### src/rtl/atri_clk_pkg.sv
// Shared constants and encodings for the ATRI clock-enable generator.
package atri_clk_pkg;

  localparam int DEF_DIV_WIDTH = 16;

  // Low bit of channel ch inside a packed per-channel bus of width-wide fields.
  function automatic int slice_lo(input int ch, input int width);
    return ch * width;
  endfunction

  typedef enum logic { LK_UNLOCKED = 1'b0, LK_LOCKED   = 1'b1 } lock_e;
  typedef enum logic { CFG_APPLIED = 1'b0, CFG_PENDING = 1'b1 } pend_e;

endpackage

### src/rtl/atri_clkdiv_channel.sv
// One divider channel: period counter, shadow config, registered strobe/level/lock.
module atri_clkdiv_channel
  import atri_clk_pkg::*;
#(
  parameter int DIV_WIDTH = DEF_DIV_WIDTH,
  parameter int RESET_DIV = 0
) (
  input  logic                 clk,
  input  logic                 rst_n,
  input  logic                 en,
  input  logic                 load,
  input  logic                 resync,
  input  logic [DIV_WIDTH-1:0] div_in,
  input  logic [DIV_WIDTH-1:0] phase_in,
  output logic                 stb,
  output logic                 lvl,
  output logic                 locked,
  output logic                 pending
);

  localparam logic [DIV_WIDTH-1:0] RST_DIV = DIV_WIDTH'(RESET_DIV);
  localparam logic [DIV_WIDTH-1:0] ONE     = DIV_WIDTH'(1);
  localparam logic [DIV_WIDTH:0]   TWO     = (DIV_WIDTH+1)'(2);

  logic [DIV_WIDTH-1:0] cnt_q, cnt_d, adiv_q, adiv_d, sdiv_q, sdiv_d, sph_q, sph_d;
  logic [DIV_WIDTH:0]   half;
  logic                 at_tc, apply, stb_q, stb_d, lvl_q, lvl_d;
  pend_e                pend_q, pend_d;
  lock_e                lock_q, lock_d;

  // Next-state: config shadow/apply, counter advance, and the output values for the next cycle.
  always_comb begin
    at_tc  = (cnt_q == adiv_q);
    // A pending config swaps in only at a period boundary, while idle, or on resync,
    // so a running channel never sees a truncated period. load+resync bypasses the shadow.
    apply  = ((pend_q == CFG_PENDING) && (at_tc || !en || resync)) || (load && resync);
    sdiv_d = load ? div_in   : sdiv_q;
    sph_d  = load ? phase_in : sph_q;
    adiv_d = adiv_q;
    if (apply) adiv_d = (load && resync) ? div_in : sdiv_q;
    pend_d = pend_q;
    if (load)       pend_d = resync ? CFG_APPLIED : CFG_PENDING;
    else if (apply) pend_d = CFG_APPLIED;

    cnt_d  = cnt_q + ONE;
    stb_d  = 1'b0;
    lock_d = lock_q;
    if (!en) begin
      cnt_d  = '0;
      lock_d = LK_UNLOCKED;
    end else if (resync) begin
      // Phase beyond the period cannot be reached by counting; start from the top instead.
      cnt_d  = (sph_d > adiv_d) ? '0 : sph_d;
      lock_d = LK_UNLOCKED;
    end else if (at_tc) begin
      cnt_d  = '0;
      stb_d  = 1'b1;
      lock_d = apply ? LK_UNLOCKED : LK_LOCKED;
    end

    // One extra bit so div = all-ones does not wrap the half-period threshold.
    half  = ({1'b0, adiv_d} + TWO) >> 1;
    lvl_d = en && ({1'b0, cnt_d} < half);
  end

  // State and output registers.
  always_ff @(posedge clk or negedge rst_n) begin
    if (!rst_n) begin
      cnt_q  <= '0;
      adiv_q <= RST_DIV;
      sdiv_q <= RST_DIV;
      sph_q  <= '0;
      pend_q <= CFG_APPLIED;
      lock_q <= LK_UNLOCKED;
      stb_q  <= 1'b0;
      lvl_q  <= 1'b0;
    end else begin
      cnt_q  <= cnt_d;
      adiv_q <= adiv_d;
      sdiv_q <= sdiv_d;
      sph_q  <= sph_d;
      pend_q <= pend_d;
      lock_q <= lock_d;
      stb_q  <= stb_d;
      lvl_q  <= lvl_d;
    end
  end

  assign stb     = stb_q;
  assign lvl     = lvl_q;
  assign locked  = (lock_q == LK_LOCKED);
  assign pending = (pend_q == CFG_PENDING);

endmodule

### src/rtl/atri_clock_enable_generator.sv
// NUM_CH programmable clock-enable timebases on irs_sys_clk with shared load/resync.
module atri_clock_enable_generator
  import atri_clk_pkg::*;
#(
  parameter int NUM_CH    = 4,
  parameter int DIV_WIDTH = DEF_DIV_WIDTH,
  parameter int RESET_DIV = 0
) (
  input  logic                          irs_sys_clk,
  input  logic                          irs_sys_rst_n,
  input  logic [NUM_CH*DIV_WIDTH-1:0]   div_i,
  input  logic [NUM_CH*DIV_WIDTH-1:0]   phase_i,
  input  logic                          load_i,
  input  logic                          resync_i,
  input  logic [NUM_CH-1:0]             ch_en_i,
  output logic [NUM_CH-1:0]             stb_o,
  output logic [NUM_CH-1:0]             lvl_o,
  output logic [NUM_CH-1:0]             locked_o,
  output logic [NUM_CH-1:0]             pending_o
);

  // Channels are independent; load and resync fan out so every channel acts on the same edge.
  for (genvar k = 0; k < NUM_CH; k++) begin : g_ch
    atri_clkdiv_channel #(
      .DIV_WIDTH (DIV_WIDTH),
      .RESET_DIV (RESET_DIV)
    ) u_ch (
      .clk      (irs_sys_clk),
      .rst_n    (irs_sys_rst_n),
      .en       (ch_en_i[k]),
      .load     (load_i),
      .resync   (resync_i),
      .div_in   (div_i[slice_lo(k, DIV_WIDTH) +: DIV_WIDTH]),
      .phase_in (phase_i[slice_lo(k, DIV_WIDTH) +: DIV_WIDTH]),
      .stb      (stb_o[k]),
      .lvl      (lvl_o[k]),
      .locked   (locked_o[k]),
      .pending  (pending_o[k])
    );
  end

endmodule

### config.mk
export PLATFORM = sky130hd
export DESIGN_NAME = atri_clock_enable_generator
export DESIGN_NICKNAME = d
export VERILOG_FILES = /design/src/rtl/atri_clk_pkg.sv /design/src/rtl/atri_clkdiv_channel.sv /design/src/rtl/atri_clock_enable_generator.sv
export SDC_FILE = /design/constraint.sdc
export NUM_CORES = 1
export LEC_CHECK = 0
export ABC_AREA = 1
export CELL_PAD_IN_SITES_DETAIL_PLACEMENT = 1
export CELL_PAD_IN_SITES_GLOBAL_PLACEMENT = 1
export CORE_MARGIN = 2
export CORE_UTILIZATION = 44
export DETAILED_ROUTE_END_ITERATION = 6
export PLACE_DENSITY = 0.79
export REMOVE_ABC_BUFFERS = 1
export SYNTH_ARGS = -nofsm -noshare
export SYNTH_HDL_FRONTEND = slang
export SYNTH_SLANG_ARGS = --single-unit
### constraint.sdc
create_clock -name irs_sys_clk -period 5 [get_ports irs_sys_clk]
set_input_delay 1.5 -clock irs_sys_clk [delete_from_list [all_inputs] [get_ports irs_sys_clk]]
set_output_delay 1.5 -clock irs_sys_clk [all_outputs]
set_load 0.02 [all_outputs]
[After elaboration in Yosys (flattened, before gate mapping)]
Cells that the tools add are included.
Operators by class
  $add $sub $neg: 8
  $lt $le $gt $ge: 8
  eq/ne operators: 8
  multiplexer cells: 65
  reductions and logical operators: 29
Operators with widths (number)
  $mux W16: 28
  $add A16 B2 Y17 const B: 4
  $add A16 B1 Y16 const B: 4
  $eq A16 B16 Y1: 4
  $gt A16 B16 Y1: 4
  $lt A16 B16 Y1: 4
  $mux W1: 37
  $logic_or A1 B1 Y1: 12
  $ne A3 B2 Y1 const B: 4
  $logic_and A1 B1 Y1: 9
  $reduce_bool A2 Y1: 4
  $logic_not A1 Y1: 4
Storage, ports and cells
  bits in registers: 272
  input port bits: 136
  logic and storage cells: 150

[Logic depth before layout (Yosys ltp)]
Gate-level depths: netlist of the first run.
  word-level depth: 12
  depth in mapped cells: 37
  mapped depth without buffers: 34

[Cells and area by module]
A second synthesis of the first run with hierarchy kept.
Second synthesis, totals
  cells, all modules: 2347
  area total of the unflattened synthesis: 17645.7 µm²
Modules (own cells, without submodules)
  atri_clkdiv_channel at g_ch[0].u_ch ...: instances 2, cells an instance 586, area each 4395.5 µm², sequential area each 1701.6 µm²
  atri_clkdiv_channel at g_ch[3].u_ch: instances 1, cells an instance 588, area each 4439.3 µm², sequential area each 1701.6 µm²
  atri_clkdiv_channel at g_ch[1].u_ch: instances 1, cells an instance 587, area each 4415.5 µm², sequential area each 1701.6 µm²

[Worst setup path before layout of the first run]
No wires, ideal clock.
  path kind: input to register
  from: input load_i
  to: register g_ch[0].u_ch.lvl_q
  data arrival time: 5.785 ns
  path slack: -0.863 ns
  stages on the path: 20
  buffers on the path: 5
  path through: clkbuf_1 > clkbuf_1 > buf_1 > clkbuf_1 > mux2_2 > ha_1 > nand2_1 > or4_1 > nor3b_1 > nand4_1 > nand2_1 > clkbuf_1 > a21oi_1 > a21oi_1 > ha_1 > a21oi_1 > nor2_1 > a211oi_1 > o221ai_1 > a21oi_1
Between the ends
  elaborated cells on any way between the ends: 12
  classes of those cells: 1 x add/sub; 2 x order compare; 6 x mux; 3 x reduce/logical
RTL lines
  start: declaration: line atri_clock_enable_generator.sv:13  | input logic load_i,
  $mux W16: line atri_clkdiv_channel.sv:38  | sph_d = load ? phase_in : sph_q;
  named net g_ch[0].u_ch.sph_d[14]: line atri_clkdiv_channel.sv:25  | logic [DIV_WIDTH-1:0] cnt_q, cnt_d, adiv_q, adiv_d, sdiv_q, sdiv_d, sph_q, sph_d;
  $gt A16 B16 Y1: line atri_clkdiv_channel.sv:53  | cnt_d = (sph_d > adiv_d) ? '0 : sph_d;
  $mux W16: line atri_clkdiv_channel.sv:53
  $mux W16: line atri_clkdiv_channel.sv:51  | end else if (resync) begin
  $mux W16: line atri_clkdiv_channel.sv:48  | if (!en) begin
  named net g_ch[0].u_ch.cnt_d[9]: line atri_clkdiv_channel.sv:25
  $lt A16 B16 Y1: line atri_clkdiv_channel.sv:63  | lvl_d = en && ({1'b0, cnt_d} < half);
  $logic_and A1 B1 Y1: line atri_clkdiv_channel.sv:63
  named net g_ch[0].u_ch.lvl_d: line atri_clkdiv_channel.sv:27  | logic at_tc, apply, stb_q, stb_d, lvl_q, lvl_d;
  end signal: assignment: line atri_clkdiv_channel.sv:85  | lvl_q <= lvl_d;
  end: declaration: line atri_clkdiv_channel.sv:27
The timed path passes the listed nets, and every way through them passes these cells.
A chain may end at the register's enable or synchronous reset.

[Worst setup path in the final report of the first run]
  from: input ch_en_i[3]
  to: register g_ch[3].u_ch.lvl_q
Between the ends
  word-level cells in the longest chain between the ends: 12
  elaborated cells on any way between the ends: 13
  classes of those cells: 1 x add/sub; 2 x order compare; 4 x mux; 6 x reduce/logical
RTL lines
  start: declaration: line atri_clock_enable_generator.sv:15  | input logic [NUM_CH-1:0] ch_en_i,
  $logic_not A1 Y1 (*): line atri_clkdiv_channel.sv:36  | apply = ((pend_q == CFG_PENDING) && (at_tc || !en || resync)) || (load && resync);
  $logic_or A1 B1 Y1 (*) (2 in a row): line atri_clkdiv_channel.sv:36
  $logic_and A1 B1 Y1 (*): line atri_clkdiv_channel.sv:36
  $logic_or A1 B1 Y1 (*): line atri_clkdiv_channel.sv:36
  $mux W16 (*): line atri_clkdiv_channel.sv:40  | if (apply) adiv_d = (load && resync) ? div_in : sdiv_q;
  named net g_ch[3].u_ch.adiv_d[2]: line atri_clkdiv_channel.sv:25
  $gt A16 B16 Y1: line atri_clkdiv_channel.sv:53
  $mux W16: line atri_clkdiv_channel.sv:53
  $mux W16: line atri_clkdiv_channel.sv:51
  $mux W16: line atri_clkdiv_channel.sv:48
  $lt A16 B16 Y1 (*): line atri_clkdiv_channel.sv:63
  $logic_and A1 B1 Y1 (*): line atri_clkdiv_channel.sv:63
  named net g_ch[3].u_ch.lvl_d: line atri_clkdiv_channel.sv:27
  end signal: assignment: line atri_clkdiv_channel.sv:85
  end: declaration: line atri_clkdiv_channel.sv:27
The timed path passes the listed nets; every way through them passes the cells marked *.

==> flow_summary.toml, run 1 <==
[outcome]
run_status = "finished with violations"
violations = "negative setup slack"

[timing]
period_minus_ws_final_ps = 5019
tightest_slew_ps = 1049
slew_headroom_pct = 30.08
clock_skew_ps = 15.16
fin_worst_hold_slack_ps = 517.6
setup_violation_total_in_the_final_timing_report = 1
report.final.slew_viol_count = 0
timing.final.hold_violations = 0
post-route-worst-setup-slack_ps = -18.92
setup_repair_after_global_routing_missed_its_margin = "true"
clock.fmax_mhz = 199.2
period_share_pct = 100.4

[critical_path]
critical-path-max-stage-delay_ps = 420
r2r-end = "g_ch[0].u_ch.lvl"
worst_r2r_startpoint = "g_ch[0].u_ch.adiv_q[5]"
setup.worst_path.start_class = "primary input"
timing.reg2reg.setup_slack_ps = 160
criticalPathCategory = "in -> reg"
worst_setup_path_end_kind = "register"
timing.reg2reg.worst_path_depth = 31
crit_required_ps = 5460
library_cell_contributing_the_largest_single_delay_on_the_critical_path = "clkdlybuf4s50_1"
critical_path_peak_fanout = 7
critPathMostFrequentCell = "inv_1"
critPathLaunch = "ch_en_i[3]"
crit_arrival_ps = 5480

[drt]
top_signal_layer_used = "met4"
wl_met1_um = 26330
detail-route-antenna-nets = 0
first_iter_violations = 780
detail_route.first_pass.iterations = 5
met3RoutedLength_um = 2783
detail_route.vias_per_cell = 5.454
routedWlPerCell_um = 20.78
dr_wl_met2_um = 32140
route.vias.total = 16740
total_length_of_routed_wires_um = 63770
route.detailed.drc = 0

[cells_and_area]
nFillCells = 4601
layout.cells.most_common = "nand2_1"
layout-drive-gt1-share_pct = 24.31
layout.nets = 2787
postLayoutCoreUtil_pct = 59.98
most-common-layout-cells = "nand2_1 (377), buf_4 (281), dfrtp_1 (272), inv_1 (268), a21oi_1 (164)"
area_growth_pct = 35.02
post_layout_nonfiller_instances = 3069

[clocking]
clkSlewWorstSetupHoldPaths_ps = 60
cts_buffers = 34
tritoncts = "yes"
insertion_delay_ps = 550
root_buffer = "clkbuf_16"
clock-sinks = 272
holdBufCountCts = 0
cts_buffer_depth = 3
htreeDepth = 2

[floorplan]
fp.coreArea_mm2 = 0.03856
die_area_mm2 = 0.04052
row_count = 72
floorplan.initialDensity_pct = 44.42
die_width_um = 201.3
die_y_um = 201.3
ioPinCount = 152

[job]
max_cap_violations = 0

[logic_synthesis]
postSynth.asyncResetShare_pct = 100.0
syn-mean-instance-area_um2 = 8.124
ys_dominant_reg_cell = "dfrtp_1"
ys_types = 59
combined_area_of_all_synthesized_cells_mm2 = 0.01713
yosys_warnings = 0
yosys_register_bits = 272
synth_sequential_area_ratio_pct = 39.74
syn-instance-count = 2108
synth-edff-count = 0

[placement]
placed_cells_incl_taps = 2981
place.port_buffers = 151
placement.setup.worst_slack_ps = -879.0
gp_congestion = 0.9014
detailedPlacementHpwl_um = 44830

[hold_path]
hold_path_depth = 2
min_delay_worst_endpoint = "g_ch[2].u_ch.sdiv_q[15]"
min-delay-path-class = "reg -> reg"
timing.hold.worst.start = "g_ch[2].u_ch.sdiv_q[15]"

[global_route]
groute.usage.overall_pct = 29.59
total_congestion_overflow = 0
grt_start_max_net_pins = 113
grt_pass1_wl_um = 95810
vias_in_the_first_global_route = 18360
initial_antenna_violation_count = 1

[power]
total_power_mw = 8.187
ir_drop_v = 0.0002624
areal_power_density_over_the_cells_mw_per_mm2 = 354.0
static_leak_nw = 11.13
-- flip-flops by register name, indices dropped and copies added (netlist names) --
register,flops
g_ch.u_ch.stb,4
g_ch.u_ch.sph_q,64
g_ch.u_ch.pending,4
g_ch.u_ch.cnt_q,64
g_ch.u_ch.lvl,4
g_ch.u_ch.locked,4
g_ch.u_ch.sdiv_q,64
g_ch.u_ch.adiv_q,64
-- cell families (layout without fill, tap and decap cells) --
| family | Yosys count | count (layout) | synth area share (%) |
|---|---|---|---|
| and+or+nand+nor | 749 | 752 | 19.27 |
| muxes | 56 | 56 | 3.682 |
| adders and majority gates | 126 | 126 | 9.205 |
| AOI/OAI and AO/OA | 433 | 433 | 14.17 |
| other | 0 | 1 | 0 |
| DFF | 272 | 272 | 39.74 |
| buffers and inverters | 375 | 814 | 8.971 |
| xor gates and xnor gates | 97 | 97 | 4.961 |
-- timing repair --
action                                  CTS  global route
endpoints found under the setup margin    3             4
pin swaps                                14            43
gates resized for setup                  35           118
gates cloned                              1             4
setup buffers                             6            15
-- critical path, delay by kind of cell --
kind | cells | cell delay (ps)
xor gates and xnor gates | 1 | 190
buffers and inverters | 7 | 1080
and+or+nand+nor | 12 | 1860
adders and majority gates | 2 | 470
AOI/OAI and AO/OA | 3 | 360
-- power breakdown --
| group | internal [mW] | switching (mW) |
|---|---|---|
| clock | 1.55 | 1.03 |
| sequential | 2.47 | 0.223 |
| combinational | 1.30 | 1.62 |
| total | 5.32 | 2.87 |
-- layer usage --
metal  GRT usage, %  up-vias
met3          4.098      159
met4          11.79        0
met1          36.03     8349
met5              0        -
met2          52.82      435
li1               -     7796
-- area by class of cell --
type | count | area (um^2) | area share, %
multi-input combinational | 1464 | 9310 | 40.26
sequential | 272 | 6807 | 29.43
timing repair buffer | 457 | 4093 | 17.70
inverter | 296 | 1116 | 4.826
clock buffer | 55 | 1094 | 4.729
tap | 518 | 648.1 | 2.803
clock inverter | 6 | 55.05 | 0.2381
antenna | 1 | 2.502 | 0.01082
-- cell usage after synthesis (all sizes together), types with 2 or more instances --
master	count	area share, %
nand4	29	1.1
nand2	397	9.0
a211oi	19	0.83
nor3b	2	0.088
nor2	161	3.6
a21oi	200	5.8
and3	3	0.11
o221ai	3	0.15
clkbuf	36	0.79
nand3	80	2.4
a31oi	4	0.15
o221a	3	0.20
o21ai	163	5.0
nor3	38	1.5
o21a	2	0.088
o31ai	6	0.26
buf	43	1.7
mux2	56	3.7
nor4	2	0.073
xnor2	37	1.9
nand3b	2	0.088
a32o	6	0.35
inv	295	6.5
o211ai	19	0.94
a31o	2	0.10
or2	32	1.2
xor2	60	3.1
dfrtp	272	40
o21bai	2	0.088
ha	126	9.2
-- stage by stage --
stage	area [um^2]	TNS [ps]
after global routing	23120	-418.8
final	23120	-18.92
after global placement	21170	-2143
after CTS	22480	0
after detailed placement	21170	-3126
after floorplan	16700	-81290
-- worst max-delay path by stage --
| stage | to | slack [ps] | depth (start not counted) |
|---|---|---|---|
| 6_report | g_ch[3].u_ch.lvl | -20 | 25 |
| 5_1_grt | g_ch[3].u_ch.lvl | -280 | 24 |
| 4_1_cts | g_ch[0].u_ch.lvl | 9 | 22 |
| 3_5_place_dp | g_ch[2].u_ch.lvl | -880 | 23 |
| 3_3_place_gp | g_ch[2].u_ch.lvl | -800 | 23 |
| 2_1_floorplan | g_ch[0].u_ch.lvl | -2120 | 23 |
Power figures use the tool's default switching activity.
==> run 2: changes to the inputs <==
SKIP_LAST_GASP = 1   (was unset)
==> run 2 against run 1 <==
  * Maximum frequency decreased by 0.53%
  * Critical path type unchanged
  * Highest routed layer unchanged
  * Non-clock buffer count is the same
  * The flow still finishes with violations (negative setup slack)
  * Clock power about the same
  * Register-to-register slack lost 30 ps
==> flow_summary.toml, run 2 (synthesized netlist as in run 1, its figures left out) <==
[outcome]
run_status = "finished with violations"
violations = "negative setup slack"

[floorplan]
ioPinCount = 152
row_count = 72
die_area_mm2 = 0.04052
floorplan.initialDensity_pct = 44.42
fp.coreArea_mm2 = 0.03856
die_width_um = 201.3
die_y_um = 201.3

[global_route]
vias_in_the_first_global_route = 18360
groute.usage.overall_pct = 29.59
grt_pass1_wl_um = 95810
total_congestion_overflow = 0
grt_start_max_net_pins = 113
initial_antenna_violation_count = 1

[timing]
clock.fmax_mhz = 198.2
setup_repair_after_global_routing_missed_its_margin = "true"
timing.final.hold_violations = 0
period_minus_ws_final_ps = 5046
post-route-worst-setup-slack_ps = -45.89
fin_worst_hold_slack_ps = 518.6
report.final.slew_viol_count = 0
clock_skew_ps = 14.44
period_share_pct = 100.9
setup_violation_total_in_the_final_timing_report = 1
tightest_slew_ps = 992.7
slew_headroom_pct = 33.82

[cells_and_area]
layout.nets = 2787
most-common-layout-cells = "nand2_1 (377), buf_4 (281), dfrtp_1 (272), inv_1 (268), a21oi_1 (165)"
area_growth_pct = 34.91
layout.cells.most_common = "nand2_1"
post_layout_nonfiller_instances = 3069
layout-drive-gt1-share_pct = 24.20
cell_area_after_layout_mm2 = 0.02310

[drt]
first_iter_violations = 812
routedWlPerCell_um = 20.82
total_length_of_routed_wires_um = 63900
detail_route.vias_per_cell = 5.461
route.detailed.drc = 0
detail_route.first_pass.iterations = 5
detail-route-antenna-nets = 0
route.vias.total = 16760

[critical_path]
critPathTopFamily = "compound AO/OA/AOI/OAI gates"
timing.reg2reg.setup_slack_ps = 130
criticalPathCategory = "in -> reg"
timing.reg2reg.worst_path_depth = 31
crit_arrival_ps = 5510
critical_path_depth = 22
sequence_of_cells_on_the_critical_path = "clkdlybuf4s50_1, inv_1, nor2_2, nand2_2, nand2_4, inv_4, or2_2, o21ai_0, ha_1, nand2_1, nor2_1, a211oi_1, o221a_2, nand2_1, nand2_2, buf_4, a21oi_1, a21oi_1, ha_4, a211oi_2, o221ai_2, a21oi_2"
setup.worst_path.start_class = "primary input"
worst_setup_path_end_kind = "register"
critical_path.endpoint = "g_ch[3].u_ch.lvl"
library_cell_contributing_the_largest_single_delay_on_the_critical_path = "clkdlybuf4s50_1"
worst_r2r_startpoint = "g_ch[0].u_ch.adiv_q[5]"
r2r-end = "g_ch[0].u_ch.lvl"
crit_required_ps = 5460
critical-path-max-stage-delay_ps = 480
critPathLaunch = "ch_en_i[3]"
critical_path_peak_fanout = 7
critical_path.n_buffers_inverters = 4

[hold_path]
min-delay-path-class = "reg -> reg"

[power]
areal_power_density_over_the_cells_mw_per_mm2 = 354.7
ir_drop_v = 0.0002610
static_leak_nw = 11.13
total_power_mw = 8.196

[clocking]
cts_buffer_depth = 3
clkSlewWorstSetupHoldPaths_ps = 60
insertion_delay_ps = 550
root_buffer = "clkbuf_16"
holdBufCountCts = 0
cts_buffers = 34
htreeDepth = 2
tritoncts = "yes"
clock-sinks = 272

[placement]
placed_cells_incl_taps = 2981
place.port_buffers = 151
detailedPlacementHpwl_um = 44830
gp_congestion = 0.9014
detailed_place.area_mm2 = 0.02117

[job]
max_cap_violations = 0
==> run 2: power breakdown <==
part           total [mW]  switching, mW  internal [mW]  leakage [nW]
combinational        2.92           1.62           1.30          7.31
clock                2.58           1.04           1.55         0.571
sequential           2.69          0.225           2.47          3.25
total                8.20           2.88           5.31          11.1
==> run 2: tightest hold or removal path, delay by kind of cell (launching register included) <==
| family | cells | cell delay (ps) |
|---|---|---|
| AND/OR/NAND/NOR | 1 | 40 |
| AO/OA/AOI/OAI | 1 | 100 |
| flip-flops | 1 | 340 |
==> run 2: what timing repair did <==
| item | in CTS | in global routing |
|---|---|---|
| cloned | 1 | 4 |
| setup buffers | 6 | 15 |
| setup endpoints to repair | 3 | 4 |
| pin swaps | 14 | 43 |
| resized for setup | 35 | 115 |
==> run 2: worst min-delay path by stage <==
stage                                 start                      end  slack, ps  cells after the start
finish              g_ch[2].u_ch.sdiv_q[15]  g_ch[2].u_ch.sdiv_q[15]        520                      2
global route        g_ch[2].u_ch.sdiv_q[15]  g_ch[2].u_ch.sdiv_q[15]        550                      2
CTS                 g_ch[2].u_ch.sdiv_q[15]  g_ch[2].u_ch.sdiv_q[15]        530                      2
detailed placement   g_ch[0].u_ch.sdiv_q[9]   g_ch[0].u_ch.sdiv_q[9]        510                      2
global placement    g_ch[3].u_ch.sdiv_q[11]  g_ch[3].u_ch.sdiv_q[11]        500                      2
floorplan             g_ch[0].u_ch.sph_q[0]    g_ch[0].u_ch.sph_q[0]        490                      2
==> run 2: layer usage <==
metal	GRT usage (%)	share of wire (%)	up-vias
met5	0	0	-
met3	4.098	4.3	162
met4	11.79	4.0	0
met2	52.82	50	450
met1	36.03	41	8352
li1	-	-	7797
==> run 2: cell type report <==
class                           instances  area (um^2)
Antenna cell                            1        2.502
Clock buffer                           55         1094
Clock inverter                          6        55.05
Fill cell                            4604        15450
Inverter                              296         1116
Multi-Input combinational cell       1464         9290
Sequential cell                       272         6807
Tap cell                              518        648.1
Timing Repair Buffer                  457         4093
==> run 2: metrics by stage <==
step	utilization, %	TNS (ps)	setup slack (ps)
after floorplan	-	-81290	-2119
after global placement	54.91	-2143	-802.4
after detailed placement	54.91	-3126	-879.0
after CTS	58.31	0	8.810
after global routing	59.92	-331.1	-193.9
final	59.92	-45.89	-45.89
==> run 3: changes to the inputs <==
TNS_END_PERCENT = 50   (was unset)
==> run 3 against run 2 <==
  * Worst hold slack lost 1.8 ps
  * Combinational power is essentially flat
  * Clock skew is essentially flat
  * Total power is essentially flat
  * Utilization shrank 0.055 points
  * Largest cell class unchanged
  * Sequential share of layout area is essentially flat
  * The run still ends with negative setup slack left
  * Register-to-register slack lost 100 ps
  * Routed wire length grew 0.84%
  * First-iteration DRC count grew 1.8%
==> flow_summary.toml, run 3 (synthesized netlist as in run 1, its figures left out) <==
[clocking]
cts_buffer_depth = 3
tritoncts = "yes"
clkSlewWorstSetupHoldPaths_ps = 60
insertion_delay_ps = 550
root_buffer = "clkbuf_16"
htreeDepth = 2
clock-sinks = 272
cts_buffers = 34

[critical_path]
worst_setup_path_end_kind = "register"
worst_r2r_startpoint = "g_ch[0].u_ch.adiv_q[5]"
crit_required_ps = 5470
critPathLaunch = "resync_i"
setup.worst_path.start_class = "primary input"
criticalPathCategory = "in -> reg"
crit_arrival_ps = 5630
critical_path_peak_fanout = 8

[cells_and_area]
layout.nets = 2782
area_growth_pct = 34.78
most-common-layout-cells = "nand2_1 (380), buf_4 (278), dfrtp_1 (272), inv_1 (268), a21oi_1 (161)"
layout-drive-gt1-share_pct = 23.93
layout.cells.most_common = "nand2_1"
postLayoutCoreUtil_pct = 59.87

[timing]
fin_worst_hold_slack_ps = 516.9
period_minus_ws_final_ps = 5159
clock.fmax_mhz = 193.8
timing.final.hold_violations = 0
slew_headroom_pct = 30.03
period_share_pct = 103.2
post-route-worst-setup-slack_ps = -159.4
report.final.slew_viol_count = 0
tightest_slew_ps = 1050
setup_repair_after_global_routing_missed_its_margin = "true"
setup_violation_total_in_the_final_timing_report = 2
clock_skew_ps = 14.86

[global_route]
groute.usage.overall_pct = 29.57
grt_pass1_wl_um = 95780
initial_antenna_violation_count = 1
vias_in_the_first_global_route = 18330
total_congestion_overflow = 0
grt_start_max_net_pins = 113

[hold_path]
timing.hold.worst.start = "g_ch[2].u_ch.sdiv_q[15]"
min-delay-path-class = "reg -> reg"

[floorplan]
floorplan.initialDensity_pct = 44.42
row_count = 72
fp.coreArea_mm2 = 0.03856
die_width_um = 201.3
die_y_um = 201.3
ioPinCount = 152
die_area_mm2 = 0.04052

[placement]
place.port_buffers = 151
detailedPlacementHpwl_um = 44830
gp_congestion = 0.9014

[drt]
route.detailed.drc = 0
route.vias.total = 16830
detail-route-antenna-nets = 0
first_iter_violations = 827
detail_route.first_pass.iterations = 5
detail_route.vias_per_cell = 5.492
routedWlPerCell_um = 21.03
total_length_of_routed_wires_um = 64440

[outcome]
run_status = "finished with violations"
violations = "negative setup slack"

[power]
ir_drop_v = 0.0002673
static_leak_nw = 11.11
areal_power_density_over_the_cells_mw_per_mm2 = 355.1

[job]
max_cap_violations = 0
-- run 3: changes by cell type in the layout (fill, tap and decap cells not counted), sizes merged --
cell   change
buf        -4
nand2      -1
-- run 3: layout make-up --
| cell class | count | area, um^2 |
|---|---|---|
| fillers | 4616 | 15470 |
| multi-input cells | 1463 | 9301 |
| flip-flops and latches | 272 | 6807 |
| repair buffers | 453 | 4063 |
| inverters | 296 | 1114 |
| clock buffers | 55 | 1094 |
| well taps | 518 | 648.1 |
| clock inverters | 6 | 55.05 |
| diodes | 1 | 2.502 |
-- run 3: per-layer routing --
metal | up-vias | GRT usage (%) | wire [um]
met2 | 470 | 52.63 | 32250
met4 | 0 | 11.79 | 2897
met5 | - | 0 | 0
met3 | 175 | 4.001 | 2869
met1 | 8413 | 36.18 | 26420
li1 | 7771 | - | -
-- run 3: path summary, 6_finish.rpt --
kind / slack (ps) / endpoint / cells past startpoint
hold reg to reg: 520 / g_ch[2].u_ch.sdiv_q[15] / 2
setup reg to reg: 30 / g_ch[0].u_ch.lvl / 25
max in group asynchronous: 2890 / g_ch[2].u_ch.sdiv_q[13] / 2
setup / recovery: -160 / g_ch[0].u_ch.lvl / 23
hold / removal: 520 / g_ch[2].u_ch.sdiv_q[15] / 2
min in group asynchronous: 1020 / g_ch[3].u_ch.sdiv_q[0] / 1
-- run 3: through the flow --
stage               worst slack [ps]  power [mW]  cells  setup TNS [ps]  area [um^2]
detailed placement            -879.0       5.294   2981           -3126        21170
floorplan                      -2119       4.012   2029          -81290        16700
finish                        -159.4       8.197   3064          -240.9        23080
global placement              -802.4       5.119   2981           -2143        21170
global route                  -353.7       8.597   3064          -698.4        23080
CTS                           -88.16       7.966   3046          -176.1        22430
-- run 3: timing repair --
item	CTS	global route
setup endpoints to repair	3	4
gates resized for setup	25	122
buffers inserted	3	14
hold buffers	0	0
gates cloned	1	3
pin swaps	11	40
-- run 3: critical path, stage by stage --
cell	delay (ps)
buf_4	190
buf_6	170
nor2_2	50
nand2_2	90
nand2_4	70
buf_8	140
buf_4	130
o21ai_2	140
inv_2	80
ha_4	290
nand2_1	90
or4_4	610
nor3b_2	210
nand4_1	290
nand2_4	240
a21oi_2	80
a21oi_2	220
ha_4	260
a21oi_4	130
nor2_1	70
a211oi_2	240
o221ai_1	180
a21oi_1	150
-- run 3: report_power, final --
part / total (mW) / switching (mW) / internal, mW
Clock: 2.58 / 1.04 / 1.55
Combinational: 2.92 / 1.63 / 1.30
Sequential: 2.69 / 0.225 / 2.47
